==> config.mk <==
export PLATFORM = sky130hd
export DESIGN_NAME = spi_accel_responder
export DESIGN_NICKNAME = d
export VERILOG_FILES = /design/src/rtl/spi_accel_responder.sv
export SDC_FILE = /design/constraint.sdc
export NUM_CORES = 1
export LEC_CHECK = 0
export CAP_MARGIN = 20
export CORE_MARGIN = 2
export CORE_UTILIZATION = 59
export CTS_CLUSTER_SIZE = 14
export DETAILED_ROUTE_END_ITERATION = 10
export HOLD_SLACK_MARGIN = 0.12
export MAX_ROUTING_LAYER = met4
export PLACE_DENSITY_LB_ADDON = 0.12
export REMOVE_ABC_BUFFERS = 1
export SKIP_CTS_REPAIR_TIMING = 1
export SYNTH_ARGS = -nofsm -noshare
export SYNTH_HDL_FRONTEND = slang
export SYNTH_SLANG_ARGS = --single-unit
==> constraint.sdc <==
create_clock -name ClkPort -period 5.1 [get_ports ClkPort]
set_input_delay 1.02 -clock ClkPort [delete_from_list [all_inputs] [get_ports ClkPort]]
set_output_delay 1.02 -clock ClkPort [all_outputs]
set_load 0.01 [all_outputs]
==> src/rtl/spi_accel_responder.sv <==
// SPI mode-0 slave emulating an ADXL362-style accelerometer register file.
// SPI pins are oversampled on ClkPort; reads are served from a sample snapshot.
module spi_accel_responder #(
  parameter logic [7:0] DEVID_AD  = 8'hAD,
  parameter logic [7:0] DEVID_MST = 8'h1D,
  parameter logic [7:0] PART_ID   = 8'hF2
) (
  input  logic        ClkPort,
  input  logic        Reset,
  input  logic        sclk,
  input  logic        csn,
  input  logic        mosi,
  output logic        miso,
  input  logic [11:0] x_data,
  input  logic [11:0] y_data,
  input  logic [11:0] z_data,
  input  logic        sample_valid,
  output logic [7:0]  power_ctl,
  output logic        wr_en,
  output logic [7:0]  wr_addr,
  output logic [7:0]  wr_data,
  output logic        busy,
  output logic        cmd_err
);

  localparam logic [7:0] CmdRead  = 8'h0B;
  localparam logic [7:0] CmdWrite = 8'h0A;
  localparam logic [7:0] AddrPwr  = 8'h2D;

  typedef enum logic [2:0] {StIdle, StCmd, StAddr, StRd, StWr, StIgnore} state_e;

  state_e      state_q, state_d;
  logic        sclk_s1_q, sclk_s2_q, sclk_p_q;
  logic        csn_s1_q, csn_s2_q, mosi_s1_q, mosi_s2_q;
  logic        arm_q, arm_d;
  logic [2:0]  cnt_q, cnt_d;
  logic [7:0]  rx_q, rx_d, tx_q, tx_d, ptr_q, ptr_d;
  logic        rd_q, rd_d, miso_q, miso_d;
  logic [7:0]  power_ctl_q, power_ctl_d, wr_addr_q, wr_addr_d, wr_data_q, wr_data_d;
  logic        wr_en_q, wr_en_d, cmd_err_q, cmd_err_d;
  logic [11:0] shx_q, shx_d, shy_q, shy_d, shz_q, shz_d;
  logic [11:0] hdx_q, hdx_d, hdy_q, hdy_d, hdz_q, hdz_d;
  logic        pend_q, pend_d;

  logic       sclk_rise, sclk_fall, byte_done;
  logic [7:0] rx_in;

  assign sclk_rise = sclk_s2_q & ~sclk_p_q;
  assign sclk_fall = ~sclk_s2_q & sclk_p_q;
  assign byte_done = sclk_rise & (cnt_q == 3'd7);
  assign rx_in     = {rx_q[6:0], mosi_s2_q};

  // A transaction only counts once csn has been seen high since reset, so a
  // reset landing mid-transaction ignores the rest of that transaction.
  assign busy  = arm_q & ~csn_s2_q;
  assign arm_d = arm_q | csn_s2_q;

  function automatic logic [7:0] reg_read(input logic [7:0]  a,
                                          input logic [11:0] x,
                                          input logic [11:0] y,
                                          input logic [11:0] z,
                                          input logic [7:0]  pc);
    logic [7:0] r;
    case (a)
      8'h00:   r = DEVID_AD;
      8'h01:   r = DEVID_MST;
      8'h02:   r = PART_ID;
      8'h08:   r = x[11:4];
      8'h09:   r = y[11:4];
      8'h0A:   r = z[11:4];
      8'h0E:   r = x[7:0];
      8'h0F:   r = {{4{x[11]}}, x[11:8]};
      8'h10:   r = y[7:0];
      8'h11:   r = {{4{y[11]}}, y[11:8]};
      8'h12:   r = z[7:0];
      8'h13:   r = {{4{z[11]}}, z[11:8]};
      AddrPwr: r = pc;
      default: r = 8'h00;
    endcase
    return r;
  endfunction

  always_ff @(posedge ClkPort or posedge Reset) begin
    if (Reset) begin
      sclk_s1_q   <= 1'b0;
      sclk_s2_q   <= 1'b0;
      sclk_p_q    <= 1'b0;
      csn_s1_q    <= 1'b0;
      csn_s2_q    <= 1'b0;
      mosi_s1_q   <= 1'b0;
      mosi_s2_q   <= 1'b0;
      arm_q       <= 1'b0;
      state_q     <= StIdle;
      cnt_q       <= 3'd0;
      rx_q        <= 8'h00;
      tx_q        <= 8'h00;
      ptr_q       <= 8'h00;
      rd_q        <= 1'b0;
      miso_q      <= 1'b0;
      power_ctl_q <= 8'h00;
      wr_en_q     <= 1'b0;
      wr_addr_q   <= 8'h00;
      wr_data_q   <= 8'h00;
      cmd_err_q   <= 1'b0;
      shx_q       <= 12'h000;
      shy_q       <= 12'h000;
      shz_q       <= 12'h000;
      hdx_q       <= 12'h000;
      hdy_q       <= 12'h000;
      hdz_q       <= 12'h000;
      pend_q      <= 1'b0;
    end else begin
      sclk_s1_q   <= sclk;
      sclk_s2_q   <= sclk_s1_q;
      sclk_p_q    <= sclk_s2_q;
      csn_s1_q    <= csn;
      csn_s2_q    <= csn_s1_q;
      mosi_s1_q   <= mosi;
      mosi_s2_q   <= mosi_s1_q;
      arm_q       <= arm_d;
      state_q     <= state_d;
      cnt_q       <= cnt_d;
      rx_q        <= rx_d;
      tx_q        <= tx_d;
      ptr_q       <= ptr_d;
      rd_q        <= rd_d;
      miso_q      <= miso_d;
      power_ctl_q <= power_ctl_d;
      wr_en_q     <= wr_en_d;
      wr_addr_q   <= wr_addr_d;
      wr_data_q   <= wr_data_d;
      cmd_err_q   <= cmd_err_d;
      shx_q       <= shx_d;
      shy_q       <= shy_d;
      shz_q       <= shz_d;
      hdx_q       <= hdx_d;
      hdy_q       <= hdy_d;
      hdz_q       <= hdz_d;
      pend_q      <= pend_d;
    end
  end

  always_comb begin
    state_d = state_q;
    if (csn_s2_q) begin
      state_d = StIdle;
    end else begin
      unique case (state_q)
        StIdle: if (arm_q) state_d = StCmd;
        StCmd: begin
          if (byte_done) begin
            state_d = (rx_in == CmdRead || rx_in == CmdWrite) ? StAddr : StIgnore;
          end
        end
        StAddr:   if (byte_done) state_d = rd_q ? StRd : StWr;
        StRd:     state_d = StRd;
        StWr:     state_d = StWr;
        StIgnore: state_d = StIgnore;
        default:  state_d = StIdle;
      endcase
    end
  end

  always_comb begin
    cnt_d       = cnt_q;
    rx_d        = rx_q;
    tx_d        = tx_q;
    ptr_d       = ptr_q;
    rd_d        = rd_q;
    miso_d      = miso_q;
    power_ctl_d = power_ctl_q;
    wr_en_d     = 1'b0;
    wr_addr_d   = wr_addr_q;
    wr_data_d   = wr_data_q;
    cmd_err_d   = 1'b0;
    if (csn_s2_q || state_q == StIdle || state_q == StIgnore) begin
      cnt_d  = 3'd0;
      miso_d = 1'b0;
    end else begin
      if (sclk_rise) begin
        rx_d  = rx_in;
        cnt_d = cnt_q + 3'd1;
      end
      unique case (state_q)
        StCmd: begin
          if (byte_done) begin
            if (rx_in == CmdRead) rd_d = 1'b1;
            else if (rx_in == CmdWrite) rd_d = 1'b0;
            else cmd_err_d = 1'b1;
          end
        end
        StAddr: begin
          if (byte_done) begin
            ptr_d = rx_in;
            if (rd_q) tx_d = reg_read(rx_in, shx_q, shy_q, shz_q, power_ctl_q);
          end
        end
        StRd: begin
          if (byte_done) begin
            ptr_d = ptr_q + 8'd1;
            tx_d  = reg_read(ptr_q + 8'd1, shx_q, shy_q, shz_q, power_ctl_q);
          end else if (sclk_fall) begin
            miso_d = tx_q[7];
            tx_d   = {tx_q[6:0], 1'b0};
          end
        end
        StWr: begin
          if (byte_done) begin
            wr_en_d   = 1'b1;
            wr_addr_d = ptr_q;
            wr_data_d = rx_in;
            if (ptr_q == AddrPwr) power_ctl_d = rx_in;
            ptr_d = ptr_q + 8'd1;
          end
        end
        default: ;
      endcase
    end
  end

  // Strobes during a transaction are parked so a burst never mixes samples.
  always_comb begin
    shx_d  = shx_q;
    shy_d  = shy_q;
    shz_d  = shz_q;
    hdx_d  = hdx_q;
    hdy_d  = hdy_q;
    hdz_d  = hdz_q;
    pend_d = pend_q;
    if (sample_valid) begin
      if (!busy) begin
        shx_d  = x_data;
        shy_d  = y_data;
        shz_d  = z_data;
        pend_d = 1'b0;
      end else begin
        hdx_d  = x_data;
        hdy_d  = y_data;
        hdz_d  = z_data;
        pend_d = 1'b1;
      end
    end else if (!busy && pend_q) begin
      shx_d  = hdx_q;
      shy_d  = hdy_q;
      shz_d  = hdz_q;
      pend_d = 1'b0;
    end
  end

  assign miso      = miso_q;
  assign power_ctl = power_ctl_q;
  assign wr_en     = wr_en_q;
  assign wr_addr   = wr_addr_q;
  assign wr_data   = wr_data_q;
  assign cmd_err   = cmd_err_q;

endmodule
Word-level counts from Yosys, hierarchy flattened
Index checks and enable logic that the tools add are counted.
- add/subtract/negate cells: 2
- equality and inequality tests: 41
- muxes and demuxes: 45
- bitwise logic cells: 9
- reductions and logical operators: 26
- operators with widths (kind ; count):
    one-hot mux 8 bit (13 select lines) ; 2
    2-to-1 mux 12 bit ; 9
    equality test 8 x 4 -> 1 bit (second input constant) ; 11
    equality test 8 x 5 -> 1 bit (second input constant) ; 8
    2-to-1 mux 8 bit ; 6
    one-hot mux 8 bit (2 select lines) ; 2
    equality test 8 x 6 -> 1 bit (second input constant) ; 3
    2-to-1 mux 3 bit ; 8
    one-hot mux 3 bit (6 select lines) ; 1
    2-to-1 mux 1 bit ; 17
    equality test 8 x 1 -> 1 bit (second input constant) ; 2
    equality test 8 x 2 -> 1 bit (second input constant) ; 2
    logical NOT 8 bit ; 2
    nonzero test 2 bit ; 7
    != test 3 bit (second input constant) ; 4
    AND reduction 4 bit ; 3
    equality test 3 bit (second input constant) ; 3
    AND reduction 3 bit ; 3
    adder 8 x 1 -> 8 bit (second input constant) ; 1
    equality test 3 x 2 -> 1 bit (second input constant) ; 2
    != test 2 bit (second input constant) ; 3
    AND reduction 2 bit ; 3
    AND reduction 5 bit ; 1
    bitwise AND 1 bit ; 4
    10 further kinds ; 16
- bits in registers: 138
- output and inout port bits: 28
- logic and storage cells: 150

Logic depth before layout (Yosys ltp)
Gate-level depths: netlist of run 1.
- depth after elaboration: 6
- mapped depth: 12
- gate-level depth less buffers: 9

Least setup slack after synthesis of run 1
Ideal clock, no wire load.
- path type: reg-to-reg
- start: register ptr_q[0]
- end: register tx_q[2]
- library setup time: 0.126 ns
- arrival: 2.314 ns
- slack: 2.660 ns
- cell stages (with the launch flop): 10
- buffers on the path: 1
- period minus slack after synthesis: 2.440 ns
- cell sequence: dfrtp_1 > ha_1 > and3_1 > and3_1 > and3_1 > o2111a_1 > buf_6 > o311ai_4 > a41oi_2 > o32a_1
- longest elaborated chain between the ends: 5
- elaborated cells between the ends (all ways): 17
- ends and longest elaborated chain (what ; RTL line ; source):
    from (decl) ; 37 ; logic [7:0] rx_q, rx_d, tx_q, tx_d, ptr_q, ptr_d;
    from (signal assigned) ; 125 ; ptr_q <= ptr_d;
    adder 8 x 1 -> 8 bit (*) ; 201 ; tx_d = reg_read(ptr_q + 8'd1, shx_q, shy_q, shz_q, power_ctl_q);
    equality test 8 x 6 -> 1 bit (tied with other cells) ; 64 ; case (a)
    one-hot mux 8 bit (13 select lines) (*) ; 64 ;
    2-to-1 mux 8 bit (*) ; 199 ; if (byte_done) begin
    one-hot mux 8 bit (2 select lines) (*) ; 184 ; unique case (state_q)
    to (signal assigned) ; 124 ; tx_q <= tx_d;
    to (decl) ; 37 ;
Mark *: on every way between the ends. The rest lies on a longest branch, timed or not.
A chain may end at the register's enable or synchronous reset.

Final worst setup path of run 1
- start: register ptr_q[1]
- end: register tx_q[2]
Same word-level chain as after synthesis.

==> results of run 1 <==
==> cell usage after synthesis (all sizes together) (7+ instances only) <==
master  number
mux2i       53
and2         8
o31ai        7
nor2b       12
a21oi       89
buf         30
o22ai        9
o21ai       34
nor2        81
nand2b      10
nor3         7
clkbuf      34
ha           7
nand3       15
inv         12
a31oi       16
nand2       62
a22oi       17
dfrtp      138
nand3b       8
mux2        74
==> cell families (layout without fill, tap and decap cells) <==
family                     Yosys count  in the layout  share of synthesized area, %
AOI/OAI and AO/OA                  229            229                          19.0
muxes                              130            130                          18.0
and+or+nand+nor                    232            232                          14.0
xor gates and xnor gates             4              4                         0.440
buffers and inverters               76            127                          4.13
adders and majority gates            7              7                          1.10
DFF                                138            138                          43.4
==> how the worst max path moves through the flow <==
stage,start,to,slack (ps),depth (start not counted)
final,ptr_q[1]$_DFFE_PP0P_,tx_q[2]$_DFFE_PP0P_,1560,8
after CTS,ptr_q[1]$_DFFE_PP0P_,tx_q[2]$_DFFE_PP0P_,1620,8
after global routing,ptr_q[1]$_DFFE_PP0P_,tx_q[2]$_DFFE_PP0P_,1350,8
after detailed placement,ptr_q[1]$_DFFE_PP0P_,tx_q[2]$_DFFE_PP0P_,1630,8
after global placement,ptr_q[1]$_DFFE_PP0P_,tx_q[2]$_DFFE_PP0P_,1760,8
after floorplan,Reset,arm_q$_DFF_PP0_,380,1
==> routing by layer <==
layer | global-route usage, % | part of all wire [%] | wire length, um | vias up
li1 | - | - | - | 3073
met1 | 45.9 | 43 | 9880 | 3354
met2 | 51.9 | 47 | 10900 | 352
met3 | 5.75 | 6.7 | 1550 | 69
met4 | 13.2 | 3.1 | 722 | 0
met5 | - | 0 | 0 | -
==> power by group <==
part           internal (W)  switching (W)  total [W]
clock              0.000833       0.000486    0.00132
sequential          0.00122       0.000185    0.00141
combinational      0.000388       0.000509   0.000897
total               0.00244        0.00118    0.00362
==> cell type report <==
class / instances / share of cell area (%)
flip-flops and latches: 138 / 36.9
multi-input cells: 602 / 44.8
clock buffers: 18 / 4.69
repair buffers: 83 / 8.66
well taps: 176 / 2.35
inverters: 12 / 0.535
clock inverters: 14 / 2.09
==> flip-flops by register name, summed over array words and instances (netlist names), 7 cells and up <==
signal / flops
shz_q: 12
hdy_q: 12
shx_q: 12
rx_q: 7
wr_addr: 8
hdz_q: 12
hdx_q: 12
power_ctl: 8
tx_q: 8
wr_data: 8
ptr_q: 8
shy_q: 12
==> critical path, stage by stage (launching register included) <==
cell and delay (ps):
dfrtp_1 580, ha_1 870, and3_1 350, and3_1 250, nor3_1 60, o2111a_1 430
o311ai_4 470, a41oi_2 60, o32a_1 360
==> cells in the final DEF, fill, tap and decap left out, drive strengths merged, types with 12 or more instances in the layout <==
| cell | count |
|---|---|
| nand3 | 15 |
| clkbuf | 18 |
| mux2i | 53 |
| a31oi | 16 |
| buf | 15 |
| a21oi | 89 |
| clkdlybuf4s50 | 68 |
| nor2 | 81 |
| a22oi | 17 |
| o21ai | 34 |
| nand2 | 62 |
| inv | 13 |
| mux2 | 74 |
| dfrtp | 138 |
| nor2b | 12 |
==> metrics by stage <==
stage / instances / worst slack, ps
after floorplan: 752 / 384
after global placement: 1009 / 1760
after detailed placement: 1009 / 1630
after CTS: 1041 / 1620
after global routing: 1043 / 1350
final: 1043 / 1560
==> out/qor.yml, run 1 <==
outcome: "completed"
hp-start: "csn_s1_q$_DFF_PP0_"
critPathLaunchType: "flop"
p_leak_nw: 3.89
gp_congestion: 1.02
die_h_um: 120
r2r_cells: 8
hp-class: "reg2reg"
syn_area_mm2: 0.00796
area_delta_synth_final_pct: 17.5
ys_ff_latch: 138
fin_total_pwr_w: 0.00362
num_rows: 42
yosysSeqAreaShare_pct: 43.4
viasPerCell: 6.57
synth-edff-count: 0
cts_buffers: 17
avgSynthCellArea_um2: 9.76
gr-total-overflow: 0
rsz0062_at_grt: "false"
p_per_area_mw_per_mm2: 387
async_flop_share_pct: 100
grt_pass1_vias: 6593
start_util_pct: 60.4
synth_cells: 816
whs_path_depth: 0
tns_ps: 0
drcViolationCount: 0
grt_max_degree: 95
first_iter_violations: 754
ys.warnings.count: 0
yosysTopAreaCell: "dfrtp_1"
grt_pass1_wl_um: 36400
worstReg2RegStart: "ptr_q[1]$_DFFE_PP0P_"
setup_viol_count_final: 0
hold_slack_ps: 349
fillers: 959
path_class: "reg2reg"
cap_violations: 0
finalCriticalPeriod_ps: 3540
slew_violations: 0
crit_required_ps: 5410
track_usage_pct: 34.0
clock_latency_ps: 420
core_mm2: 0.0132
crit_fanout: 26
synth_area_leaders: "dfrtp_1 (43%), mux2_2 (10%), mux2i_1 (6.7%)"
synth_ff_type: "dfrtp_1"
vias: 6848
r2r_slack_ps: 1560
antenna_left: 0
ff_latch_area_mm2: 0.00345
relSlewSlack_pct: 34.2
final-hold-violation-count: 0
wl_per_cell_um: 22.1
clockRootBuffer: "clkbuf_16"
drive_above_1_share_pct: 16.8
wl_um: 23000
clock_tree.buffer_depth: 2
synth_top_area_share_pct: 43.4
ys_types: 76
final_util_pct: 70.9
path_clk_slew_ps: 60
finalInstanceArea_mm2: 0.00936
max_slew.worst_pin.slew_ps: 987
period_share_pct: 69.4
clock.fmax_ghz: 0.283
die_area_mm2: 0.0144
final_nets: 903
antenna_found_initial: 0
cts_tree: "built"
die_w_um: 120
h-tree-depth: 4
num_io_pins: 70
endpoint_kind: "flop"
portBuffers: 69
fin_worst_skew_ps: 7.57
timing.rr.end: "tx_q[2]$_DFFE_PP0P_"
place_area_mm2: 0.00869
dp_hpwl_um: 15700
dr.pass1.iters: 5
cts_sinks: 138
multi_input_area_mm2: 0.00419
arrival_ps: 3850
hold_end: "csn_s2_q$_DFF_PP0_"
peakVddDrop_mv: 0.276
diodes: 0
Power figures use the tool's default switching activity.
==> inputs of run 2 (changes only) <==
- clock period: 5.1 -> 3.7 ns (I/O delays scaled with it)
==> out/qor.yml, run 2 (synthesis gave the netlist of run 1 again) <==
arrival_ps: 3390  # was 3850 ps
combinationalPowerShare_pct: 23.8  # was 24.7%
layout.cells.most_common_list: "dfrtp_1 (138), a21oi_1 (88), nor2_1 (79)"  # unchanged
period_share_pct: 82.1  # was 69.4%
cap_violations: 0  # unchanged
setup_viol_count_final: 0  # unchanged
die_w_um: 120  # unchanged
portBuffers: 69  # unchanged
crit_fanout: 14  # was 26
num_rows: 42  # unchanged
grt_pass1_vias: 6730  # was 6593
grt_max_degree: 73  # was 95
fin_ws_ps: 661  # was 1560 ps
antenna_found_initial: 0  # unchanged
die_area_mm2: 0.0144  # unchanged
cts_buffers: 17  # unchanged
clkPwrFrac_pct: 36.5  # was 36.4%
grt_pass1_wl_um: 36900  # was 36400 um
endpoint_kind: "flop"  # unchanged
core_mm2: 0.0132  # unchanged
gr-total-overflow: 0  # unchanged
clockRootBuffer: "clkbuf_16"  # unchanged
num_io_pins: 70  # unchanged
max_slew.worst_pin.slew_ps: 840  # was 987 ps
critPathLaunchType: "flop"  # unchanged
hp-class: "reg2reg"  # unchanged
crit_required_ps: 4050  # was 5410 ps
dr.pass1.iters: 5  # unchanged
switching_share_pct: 32.3  # was 32.5%
area_delta_synth_final_pct: 17.4  # was 17.5%
relSlewSlack_pct: 44.0  # was 34.2%
outcome: "completed"  # unchanged
fillers: 952  # was 959
wl_per_cell_um: 22.1  # about the same
drcViolationCount: 0  # unchanged
clock_latency_ps: 430  # was 420 ps
start_util_pct: 60.4  # unchanged
cpPeakStageDelay_ps: 590  # was 870 ps
cts_tree: "built"  # unchanged
final-hold-violation-count: 0  # unchanged
final_nets: 905  # was 903
fin_worst_skew_ps: 11.2  # was 7.57 ps
clock_tree.buffer_depth: 2  # unchanged
gp_congestion: 1.01  # was 1.02
first_iter_violations: 694  # was 754
slew_violations: 0  # unchanged
h-tree-depth: 4  # unchanged
multi_input_area_mm2: 0.00419  # unchanged
place_ws_ps: 759  # was 1630 ps
peakVddDrop_mv: 0.325  # was 0.276 mV
dp_hpwl_um: 16300  # was 15700 um
ff_latch_area_mm2: 0.00345  # unchanged
final_common_cell: "dfrtp_1"  # unchanged
viasPerCell: 6.48  # was 6.57
switchingPower_w: 0.00160  # was 0.00118 W
fin_total_pwr_w: 0.00496  # was 0.00362 W
antenna_left: 0  # unchanged
wl_um: 23000  # about the same
clock.fmax_ghz: 0.329  # was 0.283 GHz
p_leak_nw: 3.88  # was 3.89 nW
die_h_um: 120  # unchanged
diodes: 0  # unchanged
rsz0062_at_grt: "false"  # unchanged
crit_slowest_cell: "dfrtp_1"  # was ha_1
crit_chain: "ha_1 -> buf_4 -> inv_1 -> o221a_2 -> nor2_1 -> o2111a_1 -> o311a_2 -> o31ai_1 -> a41oi_1"  # was ha_1 -> and3_1 -> and3_1 -> nor3_1 -> o2111a_1 -> o311ai_4 -> a41oi_2 -> o32a_1
p_per_area_mw_per_mm2: 531  # was 387 mW/mm^2
drive_above_1_share_pct: 16.7  # was 16.8%
p_int_w: 0.00336  # was 0.00244 W
path_clk_slew_ps: 60  # about the same
finalCriticalPeriod_ps: 3040  # was 3540 ps
vias: 6764  # was 6848
seqPwrFrac_pct: 39.7  # was 38.9%
cts_sinks: 138  # unchanged
track_usage_pct: 34.6  # was 34.0%
critical_path.top_delay_family: "compound AO/OA/AOI/OAI gates"  # unchanged
path_class: "reg2reg"  # unchanged
path_buf_inv: 2  # was 0
[run 2: worst paths after layout]
kind                                 startpoint                    to  slack (ps)  cells after the start
setup / recovery           ptr_q[1]$_DFFE_PP0P_   tx_q[4]$_DFFE_PP0P_         660                      9
hold / removal              mosi_s1_q$_DFF_PP0_   mosi_s2_q$_DFF_PP0_         350                      0
setup reg to reg           ptr_q[1]$_DFFE_PP0P_   tx_q[4]$_DFFE_PP0P_         660                      9
hold reg to reg             mosi_s1_q$_DFF_PP0_   mosi_s2_q$_DFF_PP0_         350                      0
max in group asynchronous                 Reset  hdy_q[1]$_DFFE_PP0P_        2130                      3
min in group asynchronous                 Reset  cnt_q[2]$_DFFE_PP0P_         770                      2
[run 2: per-layer routing]
layer  GRT usage [%]  up-vias  share of wire (%)
met3            7.22       58                6.6
met5               -        -                  0
met2            53.8      299                 48
met4            14.5        0                3.2
li1                -     3071                  -
met1            44.4     3336                 42
[run 2: final cells by class]
type | count | share of cell area [%]
multi-input combinational | 602 | 44.8
sequential | 138 | 36.9
timing repair buffer | 85 | 8.75
clock buffer | 20 | 4.78
tap | 176 | 2.36
clock inverter | 11 | 1.83
inverter | 12 | 0.535
[run 2: worst register-to-register path, stage by stage (launching register included)]
cell and delay, ps:
dfrtp_1 590, ha_1 420, buf_4 270, inv_1 130, o221a_2 150, nor2_1 240, o2111a_1 540, o311a_2 330
o31ai_1 90, a41oi_1 200
[run 2: through the flow]
stage	hold slack (ps)	util (%)	instances	TNS [ps]	instance area (um^2)
6_report	349	70.9	1044	0	9350
5_1_grt	354	70.9	1044	0	9350
4_1_cts	351	70.9	1044	0	9350
3_5_place_dp	340	66.2	1013	0	8730
3_3_place_gp	334	66.2	1013	0	8730
2_1_floorplan	331	-	752	-101590	7680
[run 2: power groups by stage]
| stage | clock network, W | registers, W | logic (W) |
|---|---|---|---|
| 6_report | 0.00181 | 0.00197 | 0.00118 |
| 5_1_grt | 0.00187 | 0.00199 | 0.00129 |
| 4_1_cts | 0.00181 | 0.00196 | 0.00117 |
| 3_5_place_dp | 0 | 0.00198 | 0.00115 |
| 3_3_place_gp | 0 | 0.00197 | 0.00111 |
| 2_1_floorplan | 0 | 0.00190 | 0.000822 |
